[src/rtl/register_file_pkg.sv]
// Shared core constants: ROB id width and architectural register geometry.
package register_file_pkg;
  localparam int DEF_ROB_BIT = 4;
  localparam int REG_NUM     = 32;
  localparam int REG_BIT     = 5;
  localparam int XLEN        = 32;
  localparam int NUM_PORTS   = 2;
endpackage

[src/rtl/reg_read_port.sv]
// One decoder operand lookup: register value, same-cycle commit forward,
// ROB result forward, or the producing ROB tag.
module reg_read_port
  import register_file_pkg::*;
#(
  parameter int ROB_BIT = DEF_ROB_BIT
) (
  input  logic [REG_NUM-1:0][XLEN-1:0]    regs,
  input  logic [REG_NUM-1:0]              busy,
  input  logic [REG_NUM-1:0][ROB_BIT-1:0] dep,
  input  logic [REG_BIT-1:0]              set_reg_id,
  input  logic [XLEN-1:0]                 set_val,
  input  logic [ROB_BIT-1:0]              set_reg_on_rob_id,
  input  logic [REG_BIT-1:0]              get_id,
  input  logic                            rob_value_ready,
  input  logic [XLEN-1:0]                 rob_value,
  output logic [XLEN-1:0]                 val,
  output logic                            has_dep,
  output logic [ROB_BIT-1:0]              dep_out,
  output logic [ROB_BIT-1:0]              get_rob_id
);

  logic               cur_busy;
  logic [ROB_BIT-1:0] cur_dep;

  always_comb begin
    val        = '0;
    has_dep    = 1'b0;
    dep_out    = '0;
    cur_busy   = busy[get_id];
    cur_dep    = dep[get_id];
    get_rob_id = cur_busy ? cur_dep : '0;
    if (get_id == '0) begin
      val = '0;
    end else if (!cur_busy) begin
      val = regs[get_id];
    end else if (set_reg_id == get_id && set_reg_on_rob_id == cur_dep) begin
      val = set_val;
    end else if (rob_value_ready) begin
      val = rob_value;
    end else begin
      has_dep = 1'b1;
      dep_out = cur_dep;
    end
  end

endmodule

[src/rtl/register_file.sv]
// Architectural register file with per-register rename status (busy + ROB tag)
// and two forwarding read ports for the decoder.
module register_file
  import register_file_pkg::*;
#(
  parameter int ROB_BIT = DEF_ROB_BIT
) (
  input  logic               clk_in,
  input  logic               rst_in,
  input  logic               rdy_in,
  input  logic               clear,
  input  logic [REG_BIT-1:0] set_reg_id,
  input  logic [XLEN-1:0]    set_val,
  input  logic [ROB_BIT-1:0] set_reg_on_rob_id,
  input  logic [REG_BIT-1:0] set_dep_reg_id,
  input  logic [ROB_BIT-1:0] set_dep_rob_id,
  input  logic [REG_BIT-1:0] get_id1,
  input  logic [REG_BIT-1:0] get_id2,
  output logic [XLEN-1:0]    val1,
  output logic [XLEN-1:0]    val2,
  output logic               has_dep1,
  output logic               has_dep2,
  output logic [ROB_BIT-1:0] dep1,
  output logic [ROB_BIT-1:0] dep2,
  output logic [ROB_BIT-1:0] get_rob_id1,
  output logic [ROB_BIT-1:0] get_rob_id2,
  input  logic               rob_value1_ready,
  input  logic               rob_value2_ready,
  input  logic [XLEN-1:0]    rob_value1,
  input  logic [XLEN-1:0]    rob_value2
);

  logic [REG_NUM-1:0][XLEN-1:0]    regs_q, regs_d;
  logic [REG_NUM-1:0]              busy_q, busy_d;
  logic [REG_NUM-1:0][ROB_BIT-1:0] dep_q, dep_d;

  // Commit before rename so a same-cycle rename of the committed register wins.
  always_comb begin
    regs_d = regs_q;
    busy_d = busy_q;
    dep_d  = dep_q;
    if (clear) begin
      busy_d = '0;
    end else begin
      if (set_reg_id != '0) begin
        regs_d[set_reg_id] = set_val;
        if (dep_q[set_reg_id] == set_reg_on_rob_id) busy_d[set_reg_id] = 1'b0;
      end
      if (set_dep_reg_id != '0) begin
        busy_d[set_dep_reg_id] = 1'b1;
        dep_d[set_dep_reg_id]  = set_dep_rob_id;
      end
    end
  end

  always_ff @(posedge clk_in or posedge rst_in) begin
    if (rst_in) begin
      regs_q <= '0;
      busy_q <= '0;
      dep_q  <= '0;
    end else if (rdy_in) begin
      regs_q <= regs_d;
      busy_q <= busy_d;
      dep_q  <= dep_d;
    end
  end

  logic [NUM_PORTS-1:0][REG_BIT-1:0] get_id_p;
  logic [NUM_PORTS-1:0]              rob_rdy_p;
  logic [NUM_PORTS-1:0][XLEN-1:0]    rob_val_p;
  logic [NUM_PORTS-1:0][XLEN-1:0]    val_p;
  logic [NUM_PORTS-1:0]              has_dep_p;
  logic [NUM_PORTS-1:0][ROB_BIT-1:0] dep_p;
  logic [NUM_PORTS-1:0][ROB_BIT-1:0] rob_id_p;

  assign get_id_p  = {get_id2, get_id1};
  assign rob_rdy_p = {rob_value2_ready, rob_value1_ready};
  assign rob_val_p = {rob_value2, rob_value1};

  for (genvar p = 0; p < NUM_PORTS; p++) begin : g_port
    reg_read_port #(.ROB_BIT(ROB_BIT)) u_port (
      .regs              (regs_q),
      .busy              (busy_q),
      .dep               (dep_q),
      .set_reg_id        (set_reg_id),
      .set_val           (set_val),
      .set_reg_on_rob_id (set_reg_on_rob_id),
      .get_id            (get_id_p[p]),
      .rob_value_ready   (rob_rdy_p[p]),
      .rob_value         (rob_val_p[p]),
      .val               (val_p[p]),
      .has_dep           (has_dep_p[p]),
      .dep_out           (dep_p[p]),
      .get_rob_id        (rob_id_p[p])
    );
  end

  assign val1        = val_p[0];
  assign val2        = val_p[1];
  assign has_dep1    = has_dep_p[0];
  assign has_dep2    = has_dep_p[1];
  assign dep1        = dep_p[0];
  assign dep2        = dep_p[1];
  assign get_rob_id1 = rob_id_p[0];
  assign get_rob_id2 = rob_id_p[1];

endmodule
[config.mk]
export PLATFORM = sky130hd
export DESIGN_NAME = register_file
export DESIGN_NICKNAME = d
export VERILOG_FILES = /design/src/rtl/register_file_pkg.sv /design/src/rtl/reg_read_port.sv /design/src/rtl/register_file.sv
export SDC_FILE = /design/constraint.sdc
export NUM_CORES = 2
export LEC_CHECK = 0
export ABC_AREA = 0
export BUFFER_PORTS_ARGS = -buffer_cell sky130_fd_sc_hd__buf_2
export CAP_MARGIN = 25
export CORE_MARGIN = 4
export CORE_UTILIZATION = 40
export DETAILED_ROUTE_END_ITERATION = 16
export PLACE_DENSITY = 0.61
export SLEW_MARGIN = 15
export SYNTH_ARGS = -nofsm -noshare
export SYNTH_HDL_FRONTEND = slang
export SYNTH_HIERARCHICAL = 1
export SYNTH_SLANG_ARGS = --single-unit
[constraint.sdc]
create_clock -name clk_in -period 136.3 [get_ports clk_in]
set_clock_uncertainty 0.2 [all_clocks]
set_input_delay 34.075 -clock clk_in [delete_from_list [all_inputs] [get_ports clk_in]]
set_output_delay 34.075 -clock clk_in [all_outputs]
set_load 0.005 [all_outputs]
==> results_dict.tcl <==
set metrics [dict create \
    htreeDepth 4 \
    grt_max_degree 159 \
    drc 0 \
    ys_ff_latch 1184 \
    critical_path_arrival_ns 39.51 \
    dp_hpwl_um 135000 \
    drv_slew 0 \
    fmax_ghz 0.0136 \
    critPathMaxStageDelay_ns 0.80 \
    drive_gt1_share_pct 48.7 \
    cts_tree "done" \
    slew_headroom_pct 21.3 \
    num_rows 150 \
    endpoint_kind "output pin" \
    drt_iter0_markers 4344 \
    met2_length_um 106000 \
    syn_nets 4941 \
    hold_path.class "reg2reg" \
    io_buffers 211 \
    synth.most_common_cell "dfrtp_1" \
    yosysTopAreaCellShare_pct 43.8 \
    tightest_slew_ns 1.18 \
    io_pins 212 \
    syn_inst 4811 \
    met3_length_um 18400 \
    r2r_slack_ns 133.03 \
    synth.area.top_cells "dfrtp_1 44%, mux2_2 19%, mux4_2 18%" \
    top_layer "met4" \
    fill_cells 15100 \
    grt_pass1_vias 47100 \
    synth_common_cells "1,184 x dfrtp_1, 1,132 x mux2_2, 528 x mux4_2, 343 x mux2i_1, 254 x clkbuf_1" \
    r2r_start "dep_q[86]" \
    synth-async-reset-ratio_pct 100 \
    critPathKind "in2out" \
    start_kind "input pin" \
    cp_num_cells 12 \
    syn2layout_area_growth_pct 10.2 \
    design_area_mm2 0.0746 \
    grt_use_total_pct 26.3 \
    hold_path_end "regs_q[22]" \
    cts_buffers 134 \
    p_leak_nw 33.3 \
    grt_overflow 0 \
    core-area_mm2 0.168 \
    ir_drop_mv 0.0118 \
    ctsResizeCount 0 \
    holdCritStartpoint "regs_q[22]" \
    first_pass_iters 6 \
    placed_area_mm2 0.0700 \
    setup_viol 0 \
    hold-path-cell-count 0 \
    insertion_delay_ns 0.78 \
    min_period_ns 73.78 \
    rsz0062_at_grt "no" \
    finalCritPeriodShare_pct 54.1 \
    worstPathCellList "buf_8, buf_4, buf_4, nor3_4, a221oi_1, nand3_1, a21boi_0, or4_2, buf_4, nor2_1, nor4_2, buf_2" \
    critical-path-slowest-cell "nor4_2" \
    postCtsSetupRepairBufs 0 \
    cts_sinks 1184 \
    synthFlopType "dfrtp_1" \
    maxCapViolCount 0 \
    wirelength_um 232000 \
    worstRegToRegCells 8 \
    gp_congestion 0.900 \
    dp_slack_ns 62.61 \
    critical_path.most_common_cell "buf_4" \
    hold_viol 0 \
    ys_warn_count 6 \
    synth.largest_area_cell "dfrtp_1" \
    synth_cell_types 67 \
    antenna_found_initial 13 \
    critPathTopFamily "buffers and inverters" \
    outcome "complete, no violations" \
    synth.avg_cell_area_um2 14.1 \
    cts-root-buf "clkbuf_16" \
    cts.clk_slew.worst_paths_ns 0.06 \
    fp.dieW_um 419 \
    synth-edff-count 0 \
    crit_start "get_id2[1]" \
    ctsHoldBuffers 0 \
    fp.dieH_um 419 \
    timing.critical_path.buf_inv 5 \
    grt_pass1_wl_um 337000 \
    syn-cell-area_mm2 0.0677 \
    m1WireLength_um 96300 \
    fin_tns_setup_ns 0 \
    power_density_mw_per_mm2 13.1 \
    die_area_mm2 0.176 \
    drtAntennaViolNets 0 \
    cp_max_fo 47 \
    fin_ws_ns 62.52 \
    layout.nets 4855 \
    start_util_pct 40.4 \
    drt-wirelength-per-cell_um 33.0 \
    clk_path_buf_depth 3 \
    via_count 45900 \
    r2r_end "busy_q[2]" \
    routed_via_density 6.53 \
    ys_seq_area_share_pct 43.8 \
    crit_required_ns 102.03 \
    final_core_util_pct 44.5 \
]
-- metal layers --
layer	vias up	GRT usage, %
li1	18500	-
met5	-	0
met3	536	5.48
met4	0	12.4
met2	2123	40.1
met1	24800	36.0
-- cells in the final DEF (no fill, tap or decap), drive strengths merged, types with 9 or more instances in the layout --
master      n
and2        9
mux2     1136
a21boi     32
nor2       77
o22ai      34
buf       321
or3        11
a21oi     132
nor3       29
nand3      54
o2111ai    34
nor2b      13
mux4      534
inv        27
nand2     159
a221oi     48
nor4b      10
clkbuf    189
clkinv     19
a41oi      60
o21ai      63
o211ai     74
mux2i     343
nand2b     30
a22oi      50
nor4       14
a31oi      27
dfrtp    1184
bufinv     10
-- per-stage QoR --
step | instances | total power [mW] | hold WS, ns
final | 7032 | 0.978 | 0.195
after global routing | 7029 | 1.01 | 0.208
after CTS | 7020 | 0.980 | 0.195
after detailed placement | 6788 | 0.609 | 0.183
after global placement | 6785 | 0.603 | 0.180
after floorplan | 4811 | 0.557 | 0.241
-- layout make-up --
cell class                 instances  area [um^2]  area share (%)
multi-input combinational       3068        35600            47.6
sequential                      1184        29600            39.7
clock buffer                     189         3890            5.22
tap                             2204         2760            3.70
timing repair buffer             321         2160            2.90
clock inverter                    43          546           0.731
inverter                          16         67.6          0.0905
antenna                            7         17.5          0.0235
-- worst register-to-register path, cell delays in order (launching register included) --
cell and delay (ns):
dfrtp_1 0.39, mux2i_1 0.30, o22ai_1 0.15, nor4_1 0.37
nand2_1 0.17, mux2i_1 0.19, and4_2 0.69, buf_4 0.52
a31oi_4 0.15
-- how the worst max path moves through the flow --
stage	endpoint	slack (ns)
final	has_dep2	62.52
after global routing	has_dep2	62.41
after CTS	has_dep2	62.62
after detailed placement	has_dep2	62.61
after global placement	has_dep2	62.74
after floorplan	val1[12]	65.58
-- power breakdown --
group	total, mW	internal (mW)	switching (mW)	leakage [nW]
sequential	0.430	0.396	0.0335	15.8
combinational	0.176	0.0928	0.0833	15.3
clock	0.372	0.218	0.154	2.19
total	0.978	0.707	0.271	33.3
-- logic make-up (layout without fill, tap and decap cells) --
group	after synthesis	in the layout	synth area share, %
AND/OR/NAND/NOR	466	466	3.55
XOR/XNOR	13	13	0.168
multiplexers	2013	2013	41.8
other	0	7	0
buffers and inverters	559	569	4.08
AO/OA/AOI/OAI	576	576	6.69
flip-flops	1184	1184	43.8
-- sequential cells by signal, indices dropped and copies added (netlist names) --
register / cells
dep_q: 128
regs_q: 1024
busy_q: 32
No activity file was read; power rests on OpenSTA's default activity.
